===== config.mk =====
export PLATFORM = sky130hd
export DESIGN_NAME = testdrive_slave_cmdq_regbank
export DESIGN_NICKNAME = d
export VERILOG_FILES = /design/src/rtl/testdrive_slave_cmdq_regbank.sv
export SDC_FILE = /design/constraint.sdc
export NUM_CORES = 1
export LEC_CHECK = 0
export CORE_ASPECT_RATIO = 0.7
export CORE_MARGIN = 2
export CORE_UTILIZATION = 45
export DETAILED_ROUTE_END_ITERATION = 8
export GPL_TIMING_DRIVEN = 0
export PLACE_DENSITY_LB_ADDON = 0.15
export RECOVER_POWER = 100
export REMOVE_ABC_BUFFERS = 1
export SYNTH_ARGS = -nofsm -noshare
export SYNTH_HDL_FRONTEND = slang
export SYNTH_SLANG_ARGS = --single-unit

===== constraint.sdc =====
create_clock -name CLK -period 5.9 [get_ports CLK]
set_input_delay 0.59 -clock CLK [delete_from_list [all_inputs] [get_ports CLK]]
set_output_delay 0.59 -clock CLK [all_outputs]
set_load 0.005 [all_outputs]

===== src/rtl/testdrive_slave_cmdq_regbank.sv =====
// Host register bank with command FIFO (host -> core) and response FIFO (core -> host).
// Optional free-running cycle counter at DWORD 0x5 when SLAVE_CMDQ_CYCLE_COUNTER_EN is defined.
module testdrive_slave_cmdq_regbank #(
  parameter int unsigned C_ADDR_BITS      = 10,
  parameter int unsigned C_CMD_DEPTH_LOG2 = 4,
  parameter int unsigned C_RSP_DEPTH_LOG2 = 4
) (
  input  logic                   CLK,
  input  logic                   nRST,
  input  logic                   WE,
  input  logic [C_ADDR_BITS-1:0] WADDR,
  input  logic [31:0]            WDATA,
  input  logic                   RE,
  input  logic [C_ADDR_BITS-1:0] RADDR,
  output logic [31:0]            RDATA,
  output logic                   CMD_VALID,
  input  logic                   CMD_READY,
  output logic [31:0]            CMD_DATA,
  input  logic                   RSP_VALID,
  output logic                   RSP_READY,
  input  logic [31:0]            RSP_DATA,
  output logic                   IRQ
);

  localparam int unsigned CW = C_CMD_DEPTH_LOG2;
  localparam int unsigned RW = C_RSP_DEPTH_LOG2;
  localparam logic [C_ADDR_BITS-1:0] A_CTRL = C_ADDR_BITS'(0);
  localparam logic [C_ADDR_BITS-1:0] A_STAT = C_ADDR_BITS'(1);
  localparam logic [C_ADDR_BITS-1:0] A_PUSH = C_ADDR_BITS'(2);
  localparam logic [C_ADDR_BITS-1:0] A_POP  = C_ADDR_BITS'(3);
  localparam logic [C_ADDR_BITS-1:0] A_IRQS = C_ADDR_BITS'(4);

  logic [31:0] cmd_mem [2**CW];
  logic [31:0] rsp_mem [2**RW];

  logic [CW:0] cmd_wr_q, cmd_wr_d, cmd_rd_q, cmd_rd_d, cmd_level;
  logic [RW:0] rsp_wr_q, rsp_wr_d, rsp_rd_q, rsp_rd_d, rsp_level;
  logic        enable_q, enable_d, irq_en_q, irq_en_d;
  logic [2:0]  irq_stat_q, irq_stat_d, irq_set;
  logic        irq_q, irq_d;
  logic [31:0] rdata_q, rdata_d;
  logic        cmd_empty, cmd_full, rsp_empty, rsp_full;
  logic        wr_ctrl, wr_push, flush, cmd_push, cmd_pop, rsp_push, rsp_pop;

`ifdef SLAVE_CMDQ_CYCLE_COUNTER_EN
  localparam logic [C_ADDR_BITS-1:0] A_CNT = C_ADDR_BITS'(5);
  logic [31:0] cnt_q, cnt_d;

  always_comb begin
    cnt_d = (WE && WADDR == A_CNT) ? '0 : cnt_q + 32'd1;
  end

  always_ff @(posedge CLK or negedge nRST) begin
    if (!nRST) cnt_q <= '0;
    else       cnt_q <= cnt_d;
  end
`endif

  // Pointers carry one extra wrap bit so full and empty are distinguishable.
  always_comb begin
    cmd_level = cmd_wr_q - cmd_rd_q;
    rsp_level = rsp_wr_q - rsp_rd_q;
    cmd_empty = (cmd_wr_q == cmd_rd_q);
    rsp_empty = (rsp_wr_q == rsp_rd_q);
    cmd_full  = (cmd_wr_q[CW-1:0] == cmd_rd_q[CW-1:0]) && (cmd_wr_q[CW] != cmd_rd_q[CW]);
    rsp_full  = (rsp_wr_q[RW-1:0] == rsp_rd_q[RW-1:0]) && (rsp_wr_q[RW] != rsp_rd_q[RW]);
    CMD_VALID = enable_q && !cmd_empty;
    RSP_READY = enable_q && !rsp_full;
    CMD_DATA  = cmd_empty ? '0 : cmd_mem[cmd_rd_q[CW-1:0]];
  end

  always_comb begin
    wr_ctrl  = WE && (WADDR == A_CTRL);
    wr_push  = WE && (WADDR == A_PUSH);
    flush    = wr_ctrl && WDATA[1];
    cmd_pop  = CMD_VALID && CMD_READY;
    cmd_push = wr_push && !cmd_full;
    rsp_push = RSP_VALID && RSP_READY;
    rsp_pop  = RE && (RADDR == A_POP) && !rsp_empty;

    cmd_wr_d = flush ? '0 : cmd_wr_q + (CW+1)'(cmd_push);
    cmd_rd_d = flush ? '0 : cmd_rd_q + (CW+1)'(cmd_pop);
    rsp_wr_d = flush ? '0 : rsp_wr_q + (RW+1)'(rsp_push);
    rsp_rd_d = flush ? '0 : rsp_rd_q + (RW+1)'(rsp_pop);

    enable_d = wr_ctrl ? WDATA[0] : enable_q;
    irq_en_d = wr_ctrl ? WDATA[2] : irq_en_q;

    irq_set    = '0;
    irq_set[0] = !rsp_empty;
    irq_set[1] = wr_push && cmd_full;
    irq_set[2] = RE && (RADDR == A_POP) && rsp_empty;
    // Hardware set is applied after the W1C mask so it wins a same-cycle clear.
    irq_stat_d = (WE && WADDR == A_IRQS) ? ((irq_stat_q & ~WDATA[2:0]) | irq_set)
                                         : (irq_stat_q | irq_set);
    irq_d      = irq_en_q && (|irq_stat_q);

    rdata_d = rdata_q;
    if (RE) begin
      case (RADDR)
        A_CTRL:  rdata_d = {29'd0, irq_en_q, 1'b0, enable_q};
        A_STAT:  rdata_d = {14'd0, rsp_empty, cmd_full, 8'(rsp_level), 8'(cmd_level)};
        A_POP:   rdata_d = rsp_empty ? '0 : rsp_mem[rsp_rd_q[RW-1:0]];
        A_IRQS:  rdata_d = {29'd0, irq_stat_q};
`ifdef SLAVE_CMDQ_CYCLE_COUNTER_EN
        A_CNT:   rdata_d = cnt_q;
`endif
        default: rdata_d = '0;
      endcase
    end
  end

  always_ff @(posedge CLK) begin
    if (cmd_push && !flush) cmd_mem[cmd_wr_q[CW-1:0]] <= WDATA;
    if (rsp_push && !flush) rsp_mem[rsp_wr_q[RW-1:0]] <= RSP_DATA;
  end

  always_ff @(posedge CLK or negedge nRST) begin
    if (!nRST) begin
      cmd_wr_q   <= '0;
      cmd_rd_q   <= '0;
      rsp_wr_q   <= '0;
      rsp_rd_q   <= '0;
      enable_q   <= 1'b0;
      irq_en_q   <= 1'b0;
      irq_stat_q <= '0;
      irq_q      <= 1'b0;
      rdata_q    <= '0;
    end else begin
      cmd_wr_q   <= cmd_wr_d;
      cmd_rd_q   <= cmd_rd_d;
      rsp_wr_q   <= rsp_wr_d;
      rsp_rd_q   <= rsp_rd_d;
      enable_q   <= enable_d;
      irq_en_q   <= irq_en_d;
      irq_stat_q <= irq_stat_d;
      irq_q      <= irq_d;
      rdata_q    <= rdata_d;
    end
  end

  assign RDATA = rdata_q;
  assign IRQ   = irq_q;

endmodule


==> results of run 1 <==
-- final timing paths --
path                                             endpoint  cells after the start
worst min register to register      RDATA[19]$_DFFE_PN0P_                      1
worst min-delay path                RDATA[19]$_DFFE_PN0P_                      1
worst max register to register  rsp_mem[15][19]$_DFFE_PP_                      9
max in group asynchronous           cmd_rd_q[0]$_DFF_PN0_                      3
min in group asynchronous           RDATA[15]$_DFFE_PN0P_                      2
worst max-delay path            rsp_mem[15][19]$_DFFE_PP_                      9
-- state kept, by name, summed over array words and instances, names as in the netlist --
| signal | cells |
|---|---|
| rsp_wr_q | 5 |
| rsp_mem | 512 |
| cmd_mem | 512 |
| irq_en_q | 1 |
| IRQ | 1 |
| enable_q | 1 |
| rsp_rd_q | 5 |
| RDATA | 32 |
| irq_stat_q | 3 |
| cmd_rd_q | 5 |
| cmd_wr_q | 5 |
-- through the flow --
stage / setup slack, ns / TNS, ns / total power [mW]
2_1_floorplan: -4.75 / -4235.46 / 9.21
3_3_place_gp: -11.81 / - / 9.61
3_5_place_dp: 0.218 / 0 / 9.41
4_1_cts: 0.172 / 0 / 15.7
5_1_grt: 0.0946 / 0 / 16.0
6_report: 0.302 / 0 / 15.5
-- cells by family after synthesis --
family                     share of synthesized area [%]
DFF                                                 76.4
muxes                                               13.5
AOI/OAI and AO/OA                                   4.64
and+or+nand+nor                                     3.01
buffers and inverters                               1.44
xor gates and xnor gates                           0.412
adders and majority gates                          0.570
-- cell type report --
| class | count | area [um^2] |
|---|---|---|
| well taps | 1235 | 1550 |
| flip-flops and latches | 1082 | 32200 |
| fillers | 7289 | 43000 |
| inverters | 19 | 73.8 |
| multi-input cells | 914 | 9390 |
| diodes | 1 | 2.50 |
| repair buffers | 308 | 2900 |
| clock buffers | 134 | 2780 |
| clock inverters | 57 | 437 |
-- layer usage --
metal | vias up | track usage (%) | part of all wire, %
met5 | - | 0 | 0.027
met1 | 11392 | 30.8 | 45
met4 | 4 | 5.33 | 2.2
met3 | 148 | 3.60 | 6.1
li1 | 9431 | - | -
met2 | 752 | 32.5 | 47
-- synthesized netlist by cell type (5+ instances only) --
cell                        count  area, um^2
sky130_fd_sc_hd__o21ai_0       50         250
sky130_fd_sc_hd__edfxtp_1    1024       30700
sky130_fd_sc_hd__a22oi_1        5        37.5
sky130_fd_sc_hd__mux2i_1      132        1320
sky130_fd_sc_hd__nor2_1        34         128
sky130_fd_sc_hd__o32ai_1       32         280
sky130_fd_sc_hd__buf_4          5        37.5
sky130_fd_sc_hd__nor3_1         7        35.0
sky130_fd_sc_hd__nor4_1        17         106
sky130_fd_sc_hd__buf_2         36         180
sky130_fd_sc_hd__buf_1         11        41.3
sky130_fd_sc_hd__o22ai_1       36         225
sky130_fd_sc_hd__o221ai_1      32         280
sky130_fd_sc_hd__xor2_1         8        70.1
sky130_fd_sc_hd__mux2_2         6        67.6
sky130_fd_sc_hd__nand3_1       13        65.1
sky130_fd_sc_hd__nor2b_1       10        62.6
sky130_fd_sc_hd__inv_1         17        63.8
sky130_fd_sc_hd__dfrtp_1       58        1450
sky130_fd_sc_hd__a221oi_1      32         280
sky130_fd_sc_hd__xnor2_1       10        87.6
sky130_fd_sc_hd__ha_1          16         200
sky130_fd_sc_hd__nand2_1      149         559
sky130_fd_sc_hd__nand2b_1       6        37.5
sky130_fd_sc_hd__mux4_2       192        4320
sky130_fd_sc_hd__o2bb2ai_1     20         175
sky130_fd_sc_hd__a21oi_1       56         280
sky130_fd_sc_hd__clkbuf_1      71         267
-- critical path, cell delays in order, from the launching register on --
cell and delay (ns):
sky130_fd_sc_hd__dfrtp_4 1.02, sky130_fd_sc_hd__clkinv_1 0.70, sky130_fd_sc_hd__ha_1 0.56, sky130_fd_sc_hd__nand4_1 0.22
sky130_fd_sc_hd__o21a_1 0.19, sky130_fd_sc_hd__nand2_1 0.42, sky130_fd_sc_hd__nor4_2 1.04, sky130_fd_sc_hd__clkbuf_1 0.50
sky130_fd_sc_hd__buf_4 0.30, sky130_fd_sc_hd__clkbuf_2 0.27
-- cells in the final DEF, fill, tap and decap left out, types with 4 or more instances in the layout --
| cell type | count |
|---|---|
| sky130_fd_sc_hd__o221ai_1 | 32 |
| sky130_fd_sc_hd__clkbuf_1 | 89 |
| sky130_fd_sc_hd__buf_12 | 11 |
| sky130_fd_sc_hd__clkinv_2 | 24 |
| sky130_fd_sc_hd__buf_6 | 7 |
| sky130_fd_sc_hd__nor4_2 | 5 |
| sky130_fd_sc_hd__bufinv_16 | 4 |
| sky130_fd_sc_hd__nor4_1 | 11 |
| sky130_fd_sc_hd__a22oi_1 | 5 |
| sky130_fd_sc_hd__clkbuf_2 | 19 |
| sky130_fd_sc_hd__edfxtp_1 | 1024 |
| sky130_fd_sc_hd__buf_4 | 32 |
| sky130_fd_sc_hd__nor3_1 | 8 |
| sky130_fd_sc_hd__clkdlybuf4s50_1 | 25 |
| sky130_fd_sc_hd__a21oi_1 | 56 |
| sky130_fd_sc_hd__o22ai_1 | 36 |
| sky130_fd_sc_hd__xor2_1 | 8 |
| sky130_fd_sc_hd__mux4_2 | 192 |
| sky130_fd_sc_hd__dlygate4sd3_1 | 131 |
| sky130_fd_sc_hd__nand3_1 | 13 |
| sky130_fd_sc_hd__clkinv_1 | 18 |
| sky130_fd_sc_hd__clkbuf_8 | 6 |
| sky130_fd_sc_hd__nand2_1 | 147 |
| sky130_fd_sc_hd__o32ai_1 | 32 |
| sky130_fd_sc_hd__a221oi_1 | 32 |
| sky130_fd_sc_hd__dfrtp_1 | 50 |
| sky130_fd_sc_hd__mux2_2 | 6 |
| sky130_fd_sc_hd__dfrtp_4 | 7 |
| sky130_fd_sc_hd__nor2b_1 | 10 |
| sky130_fd_sc_hd__xnor2_1 | 10 |
| sky130_fd_sc_hd__nor2_1 | 34 |
| sky130_fd_sc_hd__nand2b_1 | 6 |
| sky130_fd_sc_hd__mux2i_1 | 132 |
| sky130_fd_sc_hd__clkbuf_16 | 104 |
| sky130_fd_sc_hd__clkinvlp_4 | 5 |
| sky130_fd_sc_hd__buf_16 | 15 |
| sky130_fd_sc_hd__inv_1 | 16 |
| sky130_fd_sc_hd__o2bb2ai_1 | 20 |
| sky130_fd_sc_hd__o21ai_0 | 50 |
| sky130_fd_sc_hd__ha_1 | 16 |
-- what timing repair did --
action	in CTS	in global routing
resized for setup	0	1
hold buffers	1	0
endpoints found under the setup margin	0	6
hold endpoints to repair	14	0
-- power groups by stage --
stage	sequential (mW)	combinational, mW	clock [mW]
2_1_floorplan	8.69	0.523	0
5_1_grt	8.45	0.829	6.72
4_1_cts	8.45	0.800	6.42
3_3_place_gp	8.74	0.867	0
6_report	8.45	0.765	6.29
3_5_place_dp	8.62	0.797	0
==> metrics.txt, run 1 <==
# TYPE chip_impl_metric gauge
chip_impl_info{name="run_status",value="finished, violations left"} 1
chip_impl_info{name="violations",value="max-capacitance violations, max-slew violations"} 1
chip_impl_metric{name="placement_rows",unit=""} 93
chip_impl_info{name="hold_path_startpoint",value="RDATA[19]$_DFFE_PN0P_"} 1
chip_impl_metric{name="finalCoreUtilization",unit="%"} 53.4
chip_impl_metric{name="drt_drc_violations_left",unit=""} 0
chip_impl_info{name="hold_class",value="register to register"} 1
chip_impl_metric{name="synthArstFlopShare",unit="%"} 5.36
chip_impl_metric{name="grt_max_degree",unit=""} 77
chip_impl_metric{name="seq_area_frac_synth",unit="%"} 76.4
chip_impl_metric{name="timing.slew.headroom",unit="%"} -85.1
chip_impl_metric{name="post_route_clock_period_utilization",unit="%"} 94.9
chip_impl_metric{name="finalWirelength",unit="um"} 99900
chip_impl_metric{name="finalNonFillerCells",unit=""} 3750
chip_impl_metric{name="tritoncts.num_buffers",unit=""} 103
chip_impl_metric{name="post_drt_wl_per_cell",unit="um"} 26.6
chip_impl_info{name="regToRegStartpoint",value="rsp_rd_q[2]$_DFF_PN0_"} 1
chip_impl_metric{name="globalplace.congestion",unit=""} 0.735
chip_impl_info{name="postSynth.topFlopCell",value="sky130_fd_sc_hd__edfxtp_1"} 1
chip_impl_metric{name="globalRouteTotalUtil",unit="%"} 20.9
chip_impl_metric{name="clock_power_share",unit="%"} 40.6
chip_impl_info{name="clk_root_buffer_cell",value="sky130_fd_sc_hd__clkbuf_16"} 1
chip_impl_metric{name="share_of_final_layout_standard_cells_stronger_than_drive_strength_1",unit="%"} 18.3
chip_impl_info{name="timing.critical_path.from_type",value="register"} 1
chip_impl_metric{name="setup-violations-final",unit=""} 0
chip_impl_metric{name="clock_slew_at_the_register_clock_pins_of_the_worst_setup_and_hold_paths",unit="ns"} 0.06
chip_impl_metric{name="static-leakage-power",unit="nW"} 15.6
chip_impl_metric{name="htreeDepth",unit=""} 3
chip_impl_metric{name="cp.required",unit="ns"} 6.24
chip_impl_metric{name="viasPerCell",unit=""} 5.79
chip_impl_metric{name="critical_path_fanouts_max",unit=""} 62
chip_impl_metric{name="max-clock-path-buffers",unit=""} 3
chip_impl_metric{name="syn_area",unit="um^2"} 42200
chip_impl_metric{name="chipHeight",unit="um"} 260
chip_impl_metric{name="worst_skew_pair.late_latency",unit="ns"} 0.67
chip_impl_metric{name="number_of_global_route_vias_before_repair",unit=""} 22036
chip_impl_metric{name="hpwlAfterDp",unit="um"} 61500
chip_impl_info{name="rsz_0062_raised_after_global_routing",value="no"} 1
chip_impl_metric{name="grt_first_pass_wirelength",unit="um"} 146000
chip_impl_metric{name="reg2reg_setup_slack",unit="ns"} 0.30
chip_impl_metric{name="power-per-cell-area",unit="nW/um^2"} 314
chip_impl_metric{name="synth_edf_count",unit=""} 1024
chip_impl_metric{name="p_int",unit="mW"} 12.3
chip_impl_metric{name="grt_overflow",unit=""} 0
chip_impl_info{name="cp-end-kind",value="register"} 1
chip_impl_metric{name="core_area",unit="um^2"} 92400
chip_impl_metric{name="clock-sinks",unit=""} 1082
chip_impl_metric{name="number_of_antenna_violations_at_the_first_check_in_global_routing",unit=""} 9
chip_impl_metric{name="io-pin-count",unit=""} 157
chip_impl_metric{name="p_sw",unit="mW"} 3.21
chip_impl_metric{name="ant_nets",unit=""} 0
chip_impl_metric{name="cts.repair_timing.setup_buffer_count",unit=""} 0
chip_impl_metric{name="layout-area-overhead-vs-synth",unit="%"} 17.0
chip_impl_metric{name="power_frac_seq",unit="%"} 54.5
chip_impl_metric{name="fin_nets",unit=""} 2536
chip_impl_metric{name="switching_share",unit="%"} 20.7
chip_impl_metric{name="timing.hold.ws",unit="ns"} 0.485
chip_impl_metric{name="post_dp_cell_area",unit="um^2"} 46800
chip_impl_metric{name="vdd.ir_drop.worst",unit="uV"} 249
chip_impl_metric{name="timing_max_transition_violations_final",unit=""} 166
chip_impl_metric{name="synth-seq-cells",unit=""} 1082
chip_impl_metric{name="syn_avg_cell_area",unit="um^2"} 19.7
chip_impl_metric{name="fin_skew",unit="ns"} 0.0178
chip_impl_info{name="tritoncts",value="yes"} 1
chip_impl_info{name="critPathLaunch",value="rsp_rd_q[2]$_DFF_PN0_"} 1
chip_impl_metric{name="detailedRoute.firstIterationViolations",unit=""} 2111
chip_impl_metric{name="firstDrtPassIters",unit=""} 8
chip_impl_metric{name="maxClockFrequency",unit="MHz"} 179
chip_impl_info{name="setup.worst_path.class",value="register to register"} 1
chip_impl_metric{name="detailroute.via_count",unit=""} 21727
chip_impl_metric{name="combinationalPowerShare",unit="%"} 4.9
chip_impl_metric{name="io_buffer_count",unit=""} 156
chip_impl_metric{name="initial_core_util",unit="%"} 45.6
chip_impl_metric{name="yosys.cell_types.count",unit=""} 62
chip_impl_metric{name="timing_hold_violations_final",unit=""} 0
chip_impl_metric{name="dp.cells",unit=""} 3557
chip_impl_metric{name="die_area",unit="um^2"} 96200
chip_impl_metric{name="max_cap_viols",unit=""} 11
chip_impl_metric{name="worst_ep_arrival_time",unit="ns"} 5.94
chip_impl_metric{name="synth.yosys.warnings",unit=""} 0
chip_impl_metric{name="final_period_minus_worst_setup_slack",unit="ns"} 5.60
chip_impl_metric{name="worstMarginPinSlew",unit="ns"} 2.78
chip_impl_metric{name="synthesis.instances",unit=""} 2139
chip_impl_metric{name="fp.dieW",unit="um"} 370
chip_impl_metric{name="final_area",unit="um^2"} 49300
Power figures use the tool's default switching activity.
==> run 2: changes to the inputs <==
--- a/config.mk
+++ b/config.mk
@@ -9,7 +9,6 @@
 export CORE_MARGIN = 2
 export CORE_UTILIZATION = 45
 export DETAILED_ROUTE_END_ITERATION = 8
-export GPL_TIMING_DRIVEN = 0
 export PLACE_DENSITY_LB_ADDON = 0.15
 export RECOVER_POWER = 100
 export REMOVE_ABC_BUFFERS = 1
==> metrics.txt, run 2 (synthesis gave the netlist of run 1 again) <==
# TYPE chip_impl_metric gauge
chip_impl_metric{name="chipHeight",unit="um"} 260
chip_impl_info{name="mostFrequentLayoutCells",value="sky130_fd_sc_hd__edfxtp_1 (1,024), sky130_fd_sc_hd__mux4_2 (192), sky130_fd_sc_hd__nand2_1 (147), sky130_fd_sc_hd__mux2i_1 (132), sky130_fd_sc_hd__dlygate4sd3_1 (127)"} 1
chip_impl_info{name="setup.worst_path.class",value="register to output pin"} 1
chip_impl_metric{name="io_buffer_count",unit=""} 156
chip_impl_info{name="critical_path.cell_chain",value="buf_4 -> nand2_2 -> clkbuf_2 -> o221ai_1 -> o21ai_0 -> a221oi_1 -> dlygate4sd3_1"} 1
chip_impl_metric{name="power-per-cell-area",unit="nW/um^2"} 318
chip_impl_metric{name="fin_skew",unit="ns"} 0.0268
chip_impl_metric{name="timing.slew.headroom",unit="%"} -162
chip_impl_metric{name="hpwlAfterDp",unit="um"} 55500
chip_impl_metric{name="core_area",unit="um^2"} 92400
chip_impl_metric{name="tritoncts.num_buffers",unit=""} 102
chip_impl_metric{name="filler_instances",unit=""} 7394
chip_impl_metric{name="static-leakage-power",unit="nW"} 15.1
chip_impl_metric{name="detailroute.via_count",unit=""} 21435
chip_impl_info{name="final_common_cell",value="sky130_fd_sc_hd__edfxtp_1"} 1
chip_impl_metric{name="placement_rows",unit=""} 93
chip_impl_metric{name="viasPerCell",unit=""} 5.86
chip_impl_metric{name="finalWirelength",unit="um"} 99200
chip_impl_info{name="critPathLaunch",value="cmd_rd_q[1]$_DFF_PN0_"} 1
chip_impl_metric{name="firstDrtPassIters",unit=""} 6
chip_impl_metric{name="number_of_global_route_vias_before_repair",unit=""} 21541
chip_impl_metric{name="vdd.ir_drop.worst",unit="uV"} 214
chip_impl_metric{name="finalCoreUtilization",unit="%"} 52.2
chip_impl_info{name="rsz_0062_raised_after_global_routing",value="no"} 1
chip_impl_metric{name="timing.critical_path.buf_inv",unit=""} 3
chip_impl_info{name="violations",value="max-capacitance violations, max-slew violations"} 1
chip_impl_metric{name="setup-violations-final",unit=""} 0
chip_impl_metric{name="fin_tns_setup",unit="ns"} 0
chip_impl_metric{name="n_antenna_cell",unit=""} 0
chip_impl_metric{name="hold_buffer_count_at_cts",unit=""} 0
chip_impl_metric{name="number_of_antenna_violations_at_the_first_check_in_global_routing",unit=""} 11
chip_impl_info{name="hold_path_startpoint",value="RDATA[22]$_DFFE_PN0P_"} 1
chip_impl_metric{name="worstMarginPinSlew",unit="ns"} 3.93
chip_impl_metric{name="ff2ff_path_depth",unit=""} 7
chip_impl_info{name="cp-end-kind",value="output pin"} 1
chip_impl_metric{name="final_period_minus_worst_setup_slack",unit="ns"} 5.19
chip_impl_metric{name="maxClockFrequency",unit="MHz"} 193
chip_impl_metric{name="grt_first_pass_wirelength",unit="um"} 145000
chip_impl_metric{name="grt_overflow",unit=""} 0
chip_impl_metric{name="final_area",unit="um^2"} 48200
chip_impl_metric{name="max-clock-path-buffers",unit=""} 3
chip_impl_metric{name="grt_max_degree",unit=""} 99
chip_impl_metric{name="die_area",unit="um^2"} 96200
chip_impl_metric{name="timing_max_transition_violations_final",unit=""} 666
chip_impl_metric{name="hold_depth",unit=""} 1
chip_impl_metric{name="detailedRoute.firstIterationViolations",unit=""} 1953
chip_impl_metric{name="globalRouteTotalUtil",unit="%"} 20.7
chip_impl_metric{name="max_cap_viols",unit=""} 27
chip_impl_metric{name="ant_nets",unit=""} 0
chip_impl_metric{name="drt_drc_violations_left",unit=""} 0
chip_impl_metric{name="cp.required",unit="ns"} 5.31
chip_impl_metric{name="post_route_clock_period_utilization",unit="%"} 88.0
chip_impl_metric{name="share_of_final_layout_standard_cells_stronger_than_drive_strength_1",unit="%"} 16.4
chip_impl_info{name="tritoncts",value="yes"} 1
chip_impl_metric{name="fp.dieW",unit="um"} 370
chip_impl_metric{name="worst_skew_pair.late_latency",unit="ns"} 0.68
chip_impl_metric{name="reg2reg_setup_slack",unit="ns"} 0.76
chip_impl_metric{name="htreeDepth",unit=""} 3
chip_impl_metric{name="globalplace.congestion",unit=""} 0.779
chip_impl_metric{name="fin_nets",unit=""} 2451
chip_impl_metric{name="clock-sinks",unit=""} 1082
chip_impl_info{name="clk_root_buffer_cell",value="sky130_fd_sc_hd__clkbuf_16"} 1
chip_impl_info{name="critPathSlowestCell",value="sky130_fd_sc_hd__nand2_2"} 1
chip_impl_metric{name="clock_slew_at_the_register_clock_pins_of_the_worst_setup_and_hold_paths",unit="ns"} 0.06
chip_impl_metric{name="cts_resized",unit=""} 0
chip_impl_metric{name="finalNonFillerCells",unit=""} 3657
chip_impl_metric{name="post_drt_wl_per_cell",unit="um"} 27.1
chip_impl_metric{name="layout-area-overhead-vs-synth",unit="%"} 14.3
chip_impl_metric{name="critical_path_fanouts_max",unit=""} 42
chip_impl_info{name="hold_class",value="register to register"} 1
chip_impl_info{name="run_status",value="finished, violations left"} 1
chip_impl_metric{name="critical-path-max-stage-delay",unit="ns"} 0.81
chip_impl_metric{name="cp.depth",unit=""} 7
chip_impl_info{name="cp_delay_by_family_top",value="buffers and inverters"} 1
chip_impl_metric{name="initial_core_util",unit="%"} 45.6
chip_impl_metric{name="io-pin-count",unit=""} 157
chip_impl_metric{name="post_dp_cell_area",unit="um^2"} 45500
chip_impl_metric{name="total_power",unit="mW"} 15.3
chip_impl_metric{name="dp.cells",unit=""} 3474
chip_impl_metric{name="timing_hold_violations_final",unit=""} 0
chip_impl_info{name="regToRegStartpoint",value="rsp_rd_q[1]$_DFF_PN0_"} 1
chip_impl_metric{name="worst_ep_arrival_time",unit="ns"} 4.60
chip_impl_metric{name="cts.repair_timing.setup_buffer_count",unit=""} 0
chip_impl_info{name="timing.critical_path.from_type",value="register"} 1
run 2: through the flow:
| step | hold WS (ns) | setup WS, ns |
|---|---|---|
| finish | 0.481 | 0.711 |
| global route | 0.491 | 0.387 |
| CTS | 0.0290 | 0.842 |
| detailed placement | 0.473 | 1.59 |
| global placement | 0.468 | 1.65 |
| floorplan | 0.294 | -4.75 |
run 2: power breakdown:
| group | total, mW | switching, mW | internal (mW) |
|---|---|---|---|
| registers | 8.44 | 0.0350 | 8.41 |
| logic | 0.778 | 0.410 | 0.367 |
| clock network | 6.12 | 2.71 | 3.40 |
| total | 15.3 | 3.16 | 12.2 |
run 2: metal layers:
metal | share of wire (%) | up-vias | routed length (um) | global-route usage [%]
met5 | 0.013 | - | 13 | 0
met4 | 1.6 | 2 | 1570 | 4.12
met3 | 7.0 | 122 | 6960 | 4.13
met2 | 44 | 739 | 43700 | 30.3
met1 | 47 | 11342 | 46900 | 32.4
li1 | - | 9230 | - | -
run 2: area by class of cell:
cell class	count	area (um^2)	area share (%)
clock inverters	47	309	0.641
inverters	19	71.3	0.148
well taps	1235	1550	3.21
multi-input cells	914	9380	19.5
repair buffers	224	1930	4.00
clock buffers	136	2760	5.73
flip-flops and latches	1082	32200	66.8
run 2: worst register-to-register path: stages (launching register included):
cell,delay [ns]
sky130_fd_sc_hd__dfrtp_1,0.91
sky130_fd_sc_hd__inv_1,0.47
sky130_fd_sc_hd__ha_1,0.43
sky130_fd_sc_hd__nand4_1,0.16
sky130_fd_sc_hd__o21a_1,0.20
sky130_fd_sc_hd__nand2_1,0.45
sky130_fd_sc_hd__nor4_1,0.60
sky130_fd_sc_hd__clkbuf_1,1.48
run 2: final timing paths:
check	to
min in group asynchronous	RDATA[5]$_DFFE_PN0P_
setup reg to reg	rsp_mem[13][31]$_DFFE_PP_
setup / recovery	CMD_DATA[23]
max in group asynchronous	cmd_rd_q[0]$_DFF_PN0_
hold reg to reg	RDATA[22]$_DFFE_PN0P_
hold / removal	RDATA[22]$_DFFE_PN0P_
